### src/rtl/subtree_launch_sequencer_if.sv
// Parent/child handshake bundle for subtree_launch_sequencer.
// slave = sequencer side, master = parent controller / child model side.
interface subtree_launch_sequencer_if #(
  parameter int NUM_CHILD = 5,
  parameter int IDX_W     = (NUM_CHILD > 1) ? $clog2(NUM_CHILD) : 1
) ();
  logic                 start_i;
  logic                 abort_i;
  logic [NUM_CHILD-1:0] mask_i;
  logic [NUM_CHILD-1:0] child_start_o;
  logic [NUM_CHILD-1:0] child_done_i;
  logic                 busy_o;
  logic                 done_o;
  logic                 aborted_o;
  logic [IDX_W-1:0]     cur_idx_o;
  logic [NUM_CHILD-1:0] completed_o;
  logic                 error_o;

  modport slave (
    input  start_i, abort_i, mask_i, child_done_i,
    output child_start_o, busy_o, done_o, aborted_o, cur_idx_o, completed_o, error_o
  );

  modport master (
    output start_i, abort_i, mask_i, child_done_i,
    input  child_start_o, busy_o, done_o, aborted_o, cur_idx_o, completed_o, error_o
  );
endinterface

### src/rtl/subtree_launch_sequencer.sv
// Launches enabled children one at a time in ascending index order and reports done/abort.
// Optional WAIT watchdog enabled by defining SUBTREE_SEQ_WATCHDOG_EN.
module subtree_launch_sequencer #(
  parameter int NUM_CHILD      = 5,
  parameter int IDX_W          = (NUM_CHILD > 1) ? $clog2(NUM_CHILD) : 1,
  parameter int TIMEOUT_CYCLES = 1024
) (
  input logic                       clk,
  input logic                       rst_n,
  subtree_launch_sequencer_if.slave bus
);
  typedef enum logic [1:0] {IDLE, LAUNCH, WAIT, FINISH} state_t;

  state_t               state, state_nxt;
  logic [NUM_CHILD-1:0] mask_q;
  logic [NUM_CHILD-1:0] completed_q;
  logic [IDX_W-1:0]     cur_idx;
  logic                 aborted_q;
  logic                 error_q;

  logic                 accept;
  logic                 load_idx;
  logic                 mark_done;
  logic                 kill;
  logic [IDX_W-1:0]     idx_nxt;
  logic [IDX_W:0]       first_set;
  logic [IDX_W:0]       next_set;
  logic                 wd_expired;

  // Lowest set bit of m at or above 'from'; MSB of the result flags "found".
  function automatic logic [IDX_W:0] find_set(input logic [NUM_CHILD-1:0] m, input int from);
    logic [IDX_W:0] r;
    r = '0;
    for (int i = NUM_CHILD - 1; i >= 0; i--) begin
      if (m[i] && (i >= from)) r = {1'b1, IDX_W'(i)};
    end
    return r;
  endfunction

  always_ff @(posedge clk) begin
    if (!rst_n) state <= IDLE;
    else        state <= state_nxt;
  end

  always_comb begin
    state_nxt = state;
    accept    = 1'b0;
    load_idx  = 1'b0;
    mark_done = 1'b0;
    kill      = 1'b0;
    idx_nxt   = cur_idx;
    first_set = find_set(bus.mask_i, 0);
    next_set  = find_set(mask_q, int'(cur_idx) + 1);
    case (state)
      IDLE: begin
        if (bus.start_i) begin
          accept = 1'b1;
          if (first_set[IDX_W]) begin
            load_idx  = 1'b1;
            idx_nxt   = first_set[IDX_W-1:0];
            state_nxt = LAUNCH;
          end else begin
            state_nxt = FINISH;
          end
        end
      end
      LAUNCH: begin
        if (bus.abort_i) begin
          kill      = 1'b1;
          state_nxt = IDLE;
        end else begin
          state_nxt = WAIT;
        end
      end
      WAIT: begin
        // Completion beats a same-cycle watchdog expiry; abort beats both.
        if (bus.abort_i) begin
          kill      = 1'b1;
          state_nxt = IDLE;
        end else if (bus.child_done_i[cur_idx]) begin
          mark_done = 1'b1;
          if (next_set[IDX_W]) begin
            load_idx  = 1'b1;
            idx_nxt   = next_set[IDX_W-1:0];
            state_nxt = LAUNCH;
          end else begin
            state_nxt = FINISH;
          end
        end else if (wd_expired) begin
          kill      = 1'b1;
          state_nxt = IDLE;
        end
      end
      FINISH:  state_nxt = IDLE;
      default: state_nxt = IDLE;
    endcase
  end

  always_ff @(posedge clk) begin
    if (!rst_n) begin
      mask_q      <= '0;
      completed_q <= '0;
      cur_idx     <= '0;
      aborted_q   <= 1'b0;
    end else begin
      aborted_q <= kill;
      if (accept) begin
        mask_q      <= bus.mask_i;
        completed_q <= '0;
      end
      if (load_idx)  cur_idx <= idx_nxt;
      if (mark_done) completed_q[cur_idx] <= 1'b1;
    end
  end

`ifdef SUBTREE_SEQ_WATCHDOG_EN
  localparam int WD_W = $clog2(TIMEOUT_CYCLES + 1);

  logic [WD_W-1:0] wd_cnt;
  logic            timeout;

  // Expiry fires in the WAIT cycle that would bring the count to TIMEOUT_CYCLES.
  assign wd_expired = (wd_cnt == WD_W'(TIMEOUT_CYCLES - 1));
  assign timeout    = (state == WAIT) && !bus.abort_i && !bus.child_done_i[cur_idx] && wd_expired;

  always_ff @(posedge clk) begin
    if (!rst_n) begin
      wd_cnt  <= '0;
      error_q <= 1'b0;
    end else begin
      if (state == LAUNCH)                                wd_cnt <= '0;
      else if ((state == WAIT) && !bus.child_done_i[cur_idx]) wd_cnt <= wd_cnt + 1'b1;
      if (accept)       error_q <= 1'b0;
      else if (timeout) error_q <= 1'b1;
    end
  end
`else
  logic [31:0] wd_unused;

  assign wd_unused  = TIMEOUT_CYCLES;
  assign wd_expired = 1'b0;
  assign error_q    = 1'b0;
`endif

  assign bus.child_start_o = (state == LAUNCH) ? (NUM_CHILD'(1) << cur_idx) : '0;
  assign bus.busy_o        = (state != IDLE);
  assign bus.done_o        = (state == FINISH);
  assign bus.aborted_o     = aborted_q;
  assign bus.cur_idx_o     = cur_idx;
  assign bus.completed_o   = completed_q;
  assign bus.error_o       = error_q;
endmodule

### src/flat_wrapper.sv
// flat-port wrapper written by rule: the top's interface ports become plain ports
module subtree_launch_sequencer_flat 
#(
  parameter int NUM_CHILD      = 5,
  parameter int IDX_W          = (NUM_CHILD > 1) ? $clog2(NUM_CHILD) : 1,
  parameter int TIMEOUT_CYCLES = 1024
)
  (clk, rst_n, bus_start_i, bus_abort_i, bus_mask_i, bus_child_done_i, bus_child_start_o, bus_busy_o, bus_done_o, bus_aborted_o, bus_cur_idx_o, bus_completed_o, bus_error_o);
  subtree_launch_sequencer_if #(.NUM_CHILD(NUM_CHILD), .IDX_W(IDX_W)) bus_i ();
  input logic clk;
  input logic rst_n;
  input wire logic [$bits(bus_i.start_i)-1:0] bus_start_i;
  input wire logic [$bits(bus_i.abort_i)-1:0] bus_abort_i;
  input wire logic [$bits(bus_i.mask_i)-1:0] bus_mask_i;
  input wire logic [$bits(bus_i.child_done_i)-1:0] bus_child_done_i;
  output wire logic [$bits(bus_i.child_start_o)-1:0] bus_child_start_o;
  output wire logic [$bits(bus_i.busy_o)-1:0] bus_busy_o;
  output wire logic [$bits(bus_i.done_o)-1:0] bus_done_o;
  output wire logic [$bits(bus_i.aborted_o)-1:0] bus_aborted_o;
  output wire logic [$bits(bus_i.cur_idx_o)-1:0] bus_cur_idx_o;
  output wire logic [$bits(bus_i.completed_o)-1:0] bus_completed_o;
  output wire logic [$bits(bus_i.error_o)-1:0] bus_error_o;
  assign bus_i.start_i = bus_start_i;
  assign bus_i.abort_i = bus_abort_i;
  assign bus_i.mask_i = bus_mask_i;
  assign bus_i.child_done_i = bus_child_done_i;
  assign bus_child_start_o = bus_i.child_start_o;
  assign bus_busy_o = bus_i.busy_o;
  assign bus_done_o = bus_i.done_o;
  assign bus_aborted_o = bus_i.aborted_o;
  assign bus_cur_idx_o = bus_i.cur_idx_o;
  assign bus_completed_o = bus_i.completed_o;
  assign bus_error_o = bus_i.error_o;
  subtree_launch_sequencer #(.NUM_CHILD(NUM_CHILD), .IDX_W(IDX_W), .TIMEOUT_CYCLES(TIMEOUT_CYCLES)) u_core (.clk(clk), .rst_n(rst_n), .bus(bus_i));
endmodule
### config.mk
export PLATFORM = sky130hd
export DESIGN_NAME = subtree_launch_sequencer_flat
export DESIGN_NICKNAME = d
export VERILOG_FILES = /design/src/rtl/subtree_launch_sequencer_if.sv /design/src/rtl/subtree_launch_sequencer.sv /design/src/flat_wrapper.sv
export SDC_FILE = /design/constraint.sdc
export NUM_CORES = 1
export LEC_CHECK = 0
export BUFFER_PORTS_ARGS = -buffer_cell sky130_fd_sc_hd__buf_2
export CORE_MARGIN = 3
export CORE_UTILIZATION = 55
export CTS_CLUSTER_SIZE = 28
export DETAILED_ROUTE_END_ITERATION = 8
export MAX_ROUTING_LAYER = met4
export PLACE_DENSITY = 0.84
export SLEW_MARGIN = 20
export SYNTH_ARGS = -nofsm -noshare
export SYNTH_HDL_FRONTEND = slang
export SYNTH_SLANG_ARGS = --single-unit
### constraint.sdc
create_clock -name clk -period 5.52 [get_ports clk]
set_input_delay 0.828 -clock clk [delete_from_list [all_inputs] [get_ports clk]]
set_output_delay 0.828 -clock clk [all_outputs]
set_load 0.05 [all_outputs]
==> metrics.yaml, run 1 <==
clock_tree:
  cts_setup_buffers: 0
  cts-buffers-inserted: 3
  holdBufCountCts: 0
  clkTransAtPathRegs_ps: 100
  tritoncts: "built"
  cts_resized: 0
  clock_latency_ps: 300
  ctsRootBufferMaster: "clkbuf_4"
  htreeDepth: 1
  cts_sinks: 16
  cts_buffer_depth: 2
yosys:
  synth_ff_type: "dfxtp_1"
  yosys_warnings: 0
  yosys.area.top_type: "dfxtp_1"
  syn_inst: 133
  synth_area_leaders: "dfxtp_1, ha_1, nand2_1, nor2b_1, a21boi_0"
  syn_avg_cell_area_um2: 8.33
  syn-num-nets: 160
  async_reset_ff_share_pct: 0
  synth_top_area_share_pct: 28.9
  synth_seq_area_share_pct: 28.9
  ys_ff_latch: 16
  synth_edf_count: 0
  mappedNetlistArea_um2: 1110
  yosysUniqueCellTypes: 36
floorplanning:
  fp.dieArea_um2: 2590
  die_h_um: 50.9
  core_region_area_um2: 1820
  pin_count: 31
  rows: 15
  initial_core_util_pct: 60.8
  die_w_um: 50.9
global_routing:
  overflow: 0
  grt_usage_pct: 22.2
  first_global_vias: 975
  grt_pass1_wl_mm: 4.20
  grt_max_degree: 17
  grt_antenna_before_repair: 0
power:
  p_total_w: 0.000572
  peakVddDrop_mv: 0.241
  power.density_nw_per_um2: 447
  cellLeakagePower_nw: 0.596
worst_setup_path:
  critical_path_class: "reg -> out"
  cp_slowest_cell: "dfxtp_1"
  max_stage_delay_ps: 660
  worstSetupStartpointType: "flip-flop"
  reg2reg_slack_ps: 2980
  crit-reg2reg-capture: "u_core.bus.cur_idx_o[1]"
  cp.required_ps: 4690
  worstPathMaxFanout: 15
  end_kind: "output pin"
  timing.rr.start: "u_core.bus.cur_idx_o[1]"
  worstRegToRegCells: 8
  critPathBufInv: 1
  crit_top_cell: "ha_1"
  cpLargestDelayFamily: "flip-flops"
  crit_chain: "ha_1 -> ha_1 -> and2_1 -> buf_2"
  arrival_ps: 1840
routing:
  wl_mm: 2.55
  first_pass_iters: 4
  vias: 1063
  wire_per_inst_um: 13.8
  post-route-drc-count: 0
  vias_per_cell: 5.75
  drtIter0Drc: 32
  postRouteAntennaNets: 0
sta:
  finalClockSkew_ps: 6.94
  setup_tns_ps: 0
  relSlewSlack_pct: 65.6
  whs_ps: 480
  rsz0062_at_grt: "no"
  worstMarginPinSlew_ps: 516
  max_freq_mhz: 375
  slew_violations: 0
  finalCritPeriodShare_pct: 48.3
  setup_viol: 0
  min_period_ps: 2670
  finalHoldViolCount: 0
run:
  maxCapViolations: 0
finish:
  final.fill_count: 147
  diodes: 0
  finalCoreUtilization_pct: 70.2
  fin_nets: 188
  final_layout_size_suffix_gt1_share_pct: 21.9
  area_delta_synth_final_pct: 15.5
worst_hold_path:
  holdPathEnd: "u_core.mask_q[4]"
  hold_path_depth: 2
  worstHoldStart: "u_core.mask_q[4]"
  hp-class: "reg -> reg"
placed_design:
  io_buffers: 29
  hpwlAfterDp_mm: 1.93
  gp_congestion: 0.854
run_status:
  status: "complete, no violations"
-- cells in the final DEF (no fill, tap or decap), types with 3 or more instances in the layout --
cell type   n
buf_2      29
dfxtp_1    16
nand2_1    14
ha_1       13
nor2_1     10
inv_1       8
nor2b_1     8
a21boi_0    6
o21ai_0     6
and2_1      5
nor3_1      4
a32oi_1     4
nand2b_1    3
a21oi_1     3
clkbuf_4    3
-- synth_stat cells (2+ instances only) --
library cell	n
a21boi_0	6
a21oi_1	3
a22oi_1	2
a31oi_1	2
a32oi_1	4
and2_1	5
and3_1	2
buf_6	2
clkbuf_1	3
dfxtp_1	16
ha_1	13
inv_1	8
nand2_1	14
nand2b_1	3
nand3_1	2
nor2_1	10
nor2b_1	8
nor3_1	4
nor3b_1	2
nor4bb_1	2
o21ai_0	6
o311a_1	2
-- flip-flops by register name, indices dropped and copies added, names as in the netlist --
signal                  count
u_core.mask_q               5
u_core.bus.completed_o      5
u_core.state                2
u_core.bus.cur_idx_o        3
u_core.bus.aborted_o        1
-- worst max path at each step --
stage / start / to / slack (ps) / cells past startpoint
floorplan: u_core.bus.cur_idx_o[1] / u_core.bus.cur_idx_o[1] / 3140 / 9
global placement: bus_child_done_i[0] / u_core.bus.cur_idx_o[1] / 3100 / 7
detailed placement: bus_child_done_i[0] / u_core.bus.cur_idx_o[1] / 3050 / 7
CTS: u_core.bus.cur_idx_o[1] / bus_child_start_o[3] / 2880 / 4
global route: u_core.bus.cur_idx_o[0] / bus_child_start_o[4] / 2760 / 4
finish: u_core.bus.cur_idx_o[1] / bus_child_start_o[3] / 2850 / 4
-- worst register-to-register path: stages, from the launching register on --
cell      delay, ps
dfxtp_1         660
inv_1           230
ha_1            230
nand2b_1        150
a21oi_1         200
a31oi_1         160
nor3b_1         480
nor2_1           80
o221a_1         260
-- cell type report --
cell class / instances / area (µm²) / area share, %
Inverter: 8 / 30.0 / 2.35
Clock buffer: 4 / 36.3 / 2.84
Sequential cell: 16 / 320 / 25.0
Multi-Input combinational cell: 103 / 716 / 56.0
Timing Repair Buffer: 29 / 145 / 11.4
Tap cell: 25 / 31.3 / 2.45
-- stage by stage --
step | setup WS (ps) | std cells | cell area [µm²]
2_1_floorplan | 3140 | 133 | 1110
3_3_place_gp | 3100 | 181 | 1240
3_5_place_dp | 3050 | 181 | 1240
4_1_cts | 2880 | 185 | 1280
5_1_grt | 2760 | 185 | 1280
6_report | 2850 | 185 | 1280
-- cell families (layout without fill, tap and decap cells) --
| group | after synthesis | in the layout | synth area share (%) |
|---|---|---|---|
| AO/OA/AOI/OAI | 34 | 34 | 23.4 |
| adder cells (fa/ha/maj) | 13 | 13 | 14.7 |
| buffers and inverters | 14 | 41 | 6.44 |
| flip-flops | 16 | 16 | 28.9 |
| other | 1 | 1 | 0.339 |
| AND/OR/NAND/NOR | 55 | 55 | 26.2 |
-- layer usage --
metal	vias up	GRT usage [%]	routed length, µm
li1	527	-	-
met1	495	25.5	1160
met2	36	38.3	1200
met3	5	5.25	156
met4	0	6.73	31
met5	-	-	0
-- power breakdown --
part	internal, W	switching (W)
registers	0.000136	0.0000459
clock network	0.0000402	0.0000410
logic	0.000102	0.000207
(Power assumes the default switching activity.)
==> inputs of run 2 (changes only) <==
--- a/config.mk
+++ b/config.mk
@@ -5,13 +5,14 @@
 export SDC_FILE = /design/constraint.sdc
 export NUM_CORES = 1
 export LEC_CHECK = 0
+export ABC_AREA = 1
 export BUFFER_PORTS_ARGS = -buffer_cell sky130_fd_sc_hd__buf_2
 export CORE_MARGIN = 3
-export CORE_UTILIZATION = 55
+export CORE_UTILIZATION = 52
 export CTS_CLUSTER_SIZE = 28
 export DETAILED_ROUTE_END_ITERATION = 8
 export MAX_ROUTING_LAYER = met4
-export PLACE_DENSITY = 0.84
+export PLACE_DENSITY = 0.79
 export SLEW_MARGIN = 20
 export SYNTH_ARGS = -nofsm -noshare
 export SYNTH_HDL_FRONTEND = slang
==> constraint.sdc (replaced) <==
create_clock -name clk -period 2.6 [get_ports clk]
set_input_delay 0.39 -clock clk [delete_from_list [all_inputs] [get_ports clk]]
set_output_delay 0.39 -clock clk [all_outputs]
set_load 0.05 [all_outputs]
==> run 2 against run 1 <==
First-iteration DRC count up 22%. Combinational power increased by 70%. Sequential share of layout area shrank 1.7 points. Cell area grew 7.4%. Total power rose by 79%. Final cell count is 27% higher. Clock skew increased by 1.1 ps. Global-route usage barely moved. Clock-buffer cell count stayed put. Sequential power is 80% higher. Die area increased by 11%. Critical path type unchanged. Critical endpoint unchanged. Largest power group unchanged. Highest routed layer unchanged.
==> metrics.yaml, run 2 <==
placed_design:
  gp_congestion: 0.862  # was 0.854
  io_buffers: 29  # unchanged
  hpwlAfterDp_mm: 2.10  # was 1.93 mm
  dp.cells: 231  # was 181
yosys:
  syn_inst: 177  # was 133
  synth_top_area_share_pct: 27.3  # was 28.9%
  synth_area_leaders: "dfxtp_1, ha_1, nand2_1, nor2_1, inv_1"  # was dfxtp_1, ha_1, nand2_1, nor2b_1, a21boi_0
  synth_seq_area_share_pct: 27.3  # was 28.9%
  yosys_warnings: 0  # unchanged
  async_reset_ff_share_pct: 0  # unchanged
  synth_ff_type: "dfxtp_1"  # unchanged
  yosysUniqueCellTypes: 23  # was 36
  synth_edf_count: 0  # unchanged
  syn-num-nets: 204  # was 160
  synth_most_common_cell: "nand2_1"  # was dfxtp_1
  mappedNetlistArea_um2: 1170  # was 1110 µm²
  yosys.area.top_type: "dfxtp_1"  # unchanged
  ys_top_cells_by_count: "nand2_1, nor2_1, inv_1, dfxtp_1, a21oi_1"  # was dfxtp_1, nand2_1, ha_1, nor2_1
  ys_ff_latch: 16  # unchanged
  syn_avg_cell_area_um2: 6.63  # was 8.33 µm²
sta:
  finalCritPeriodShare_pct: 78.6
  finalClockSkew_ps: 8.05  # was 6.94 ps
  slew_violations: 0  # unchanged
  rsz0062_at_grt: "no"  # unchanged
  max_freq_mhz: 490
  setup_tns_ps: 0  # unchanged
  min_period_ps: 2040
  finalHoldViolCount: 0  # unchanged
  setup_viol: 0  # unchanged
floorplanning:
  die_h_um: 53.5  # was 50.9 µm
  die_w_um: 53.5  # was 50.9 µm
  fp.dieArea_um2: 2860  # was 2590 µm²
  rows: 16  # was 15
  core_region_area_um2: 2040  # was 1820 µm²
  initial_core_util_pct: 57.5  # was 60.8%
  pin_count: 31  # unchanged
worst_setup_path:
  cp_slowest_cell: "dfxtp_1"  # unchanged
  crit-reg2reg-capture: "u_core.bus.cur_idx_o[0]"  # was u_core.bus.cur_idx_o[1]
  timing.rr.start: "u_core.bus.cur_idx_o[1]"  # unchanged
  crit_top_cell: "ha_1"  # unchanged
  end_kind: "output pin"  # unchanged
  crit_end: "bus_child_start_o[3]"  # unchanged
  cp.required_ps: 2210  # was 4690 ps
  reg2reg_slack_ps: 570  # was 2980 ps
  critical_path_class: "reg -> out"  # unchanged
  worstRegToRegCells: 11  # was 8
  startpoint: "u_core.bus.cur_idx_o[1]"  # unchanged
  worstSetupStartpointType: "flip-flop"  # unchanged
  arrival_ps: 1650  # was 1840 ps
  max_stage_delay_ps: 580  # was 660 ps
  worstPathMaxFanout: 11  # was 15
  crit_chain: "ha_1 -> ha_1 -> nand2_1 -> inv_1 -> buf_2"  # was ha_1 -> ha_1 -> and2_1 -> buf_2
clock_tree:
  htreeDepth: 1  # unchanged
  cts_setup_buffers: 0  # unchanged
  cts_resized: 0  # unchanged
  clkTransAtPathRegs_ps: 90  # was 100 ps
  clock_latency_ps: 300  # about the same
  cts_sinks: 16  # unchanged
  cts_buffer_depth: 2  # unchanged
  ctsRootBufferMaster: "clkbuf_4"  # unchanged
  cts-buffers-inserted: 3  # unchanged
  tritoncts: "built"  # unchanged
  holdBufCountCts: 0  # unchanged
routing:
  postRouteAntennaNets: 0  # unchanged
  vias_per_cell: 4.97  # was 5.75
  drtIter0Drc: 39  # was 32
  vias: 1168  # was 1,063
  first_pass_iters: 5  # was 4
  post-route-drc-count: 0  # unchanged
  wl_mm: 2.65  # was 2.55 mm
  wire_per_inst_um: 11.3  # was 13.8 µm
finish:
  final_cell_mix: "nand2_1, buf_2, nor2_1"  # was buf_2, dfxtp_1, nand2_1
  instances_no_fill: 235  # was 185
  area_delta_synth_final_pct: 17.1  # was 15.5%
  final.fill_count: 192  # was 147
  final_layout_size_suffix_gt1_share_pct: 27.4  # was 21.9%
  diodes: 0  # unchanged
  fin_nets: 236  # was 188
run:
  maxCapViolations: 0  # unchanged
power:
  peakVddDrop_mv: 0.452  # was 0.241 mV
  power.density_nw_per_um2: 746  # was 447 nW/µm²
  cellLeakagePower_nw: 0.728  # was 0.596 nW
global_routing:
  grt_pass1_wl_mm: 4.54  # was 4.20 mm
  grt_max_degree: 12  # was 17
  first_global_vias: 1080  # was 975
  grt_usage_pct: 22.1  # was 22.2%
  overflow: 0  # unchanged
  grt_antenna_before_repair: 0  # unchanged
worst_hold_path:
  hp-class: "in -> reg"  # was reg -> reg
run_status:
  status: "complete, no violations"  # unchanged
==> run 2: cell count changes after synthesis, moves of 8 or more <==
cell     before  now
nor2_1       10   28
nand3_1       2   14
a21oi_1       3   15
inv_1         8   22
nand2_1      14   29
nor2b_1       8    0
inv_2         0    9
==> run 2: cell type report <==
cell class	count	area (µm²)	share of cell area (%)
Multi-Input combinational cell	127	718	52.3
Inverter	32	120	8.74
Clock buffer	4	36.3	2.64
Timing Repair Buffer	29	145	10.6
Tap cell	27	33.8	2.46
Sequential cell	16	320	23.3
==> run 2: report_power, final <==
| part | switching [W] | total [W] | internal, W |
|---|---|---|---|
| Clock | 0.0000877 | 0.000173 | 0.0000855 |
| Sequential | 0.0000490 | 0.000328 | 0.000279 |
| Combinational | 0.000372 | 0.000524 | 0.000152 |
| Total | 0.000508 | 0.00103 | 0.000517 |
==> run 2: logic make-up after synthesis <==
kind of cell,after synthesis,share of synthesized area (%)
and+or+nand+nor,88,34.3
adders and majority gates,13,13.9
DFF,16,27.3
AOI/OAI and AO/OA,25,12.7
other,1,0.320
buffers and inverters,34,11.5
==> run 2: per-stage QoR <==
stage / setup WS [ps] / utilization [%] / cell area (µm²) / total power [W] / hold slack (ps)
after floorplan: 182 / - / 1170 / 0.000744 / 455
after global routing: 399 / 67.3 / 1370 / 0.00110 / 353
after CTS: 545 / 67.3 / 1370 / 0.00102 / 329
after global placement: 697 / 65.5 / 1340 / 0.000841 / 450
after detailed placement: 592 / 65.5 / 1340 / 0.000854 / 455
final: 557 / 67.3 / 1370 / 0.00103 / 326
==> run 2: how the worst min path moves through the flow <==
| stage | slack, ps | start | cells past startpoint | end |
|---|---|---|---|---|
| after floorplan | 450 | u_core.mask_q[0] | 2 | u_core.mask_q[0] |
| after global placement | 450 | u_core.bus.completed_o[4] | 2 | u_core.bus.completed_o[4] |
| after detailed placement | 460 | u_core.bus.completed_o[3] | 2 | u_core.bus.completed_o[3] |
| after CTS | 330 | bus_abort_i | 3 | u_core.bus.aborted_o |
| after global routing | 350 | bus_mask_i[2] | 3 | u_core.mask_q[2] |
| final | 330 | bus_abort_i | 3 | u_core.bus.aborted_o |
==> run 2: worst max-delay path, delay by kind of cell (launching register included) <==
family                     cells  cell delay (ps)
buffers and inverters          2              300
and+or+nand+nor                1               50
adders and majority gates      2              420
DFF                            1              580
==> run 2: per-layer routing <==
metal	wire length [µm]	vias to the layer above	track usage (%)
met5	0	-	-
met1	1210	512	26.4
met2	1250	35	37.6
met4	39	0	7.66
li1	-	616	-
met3	154	5	3.38
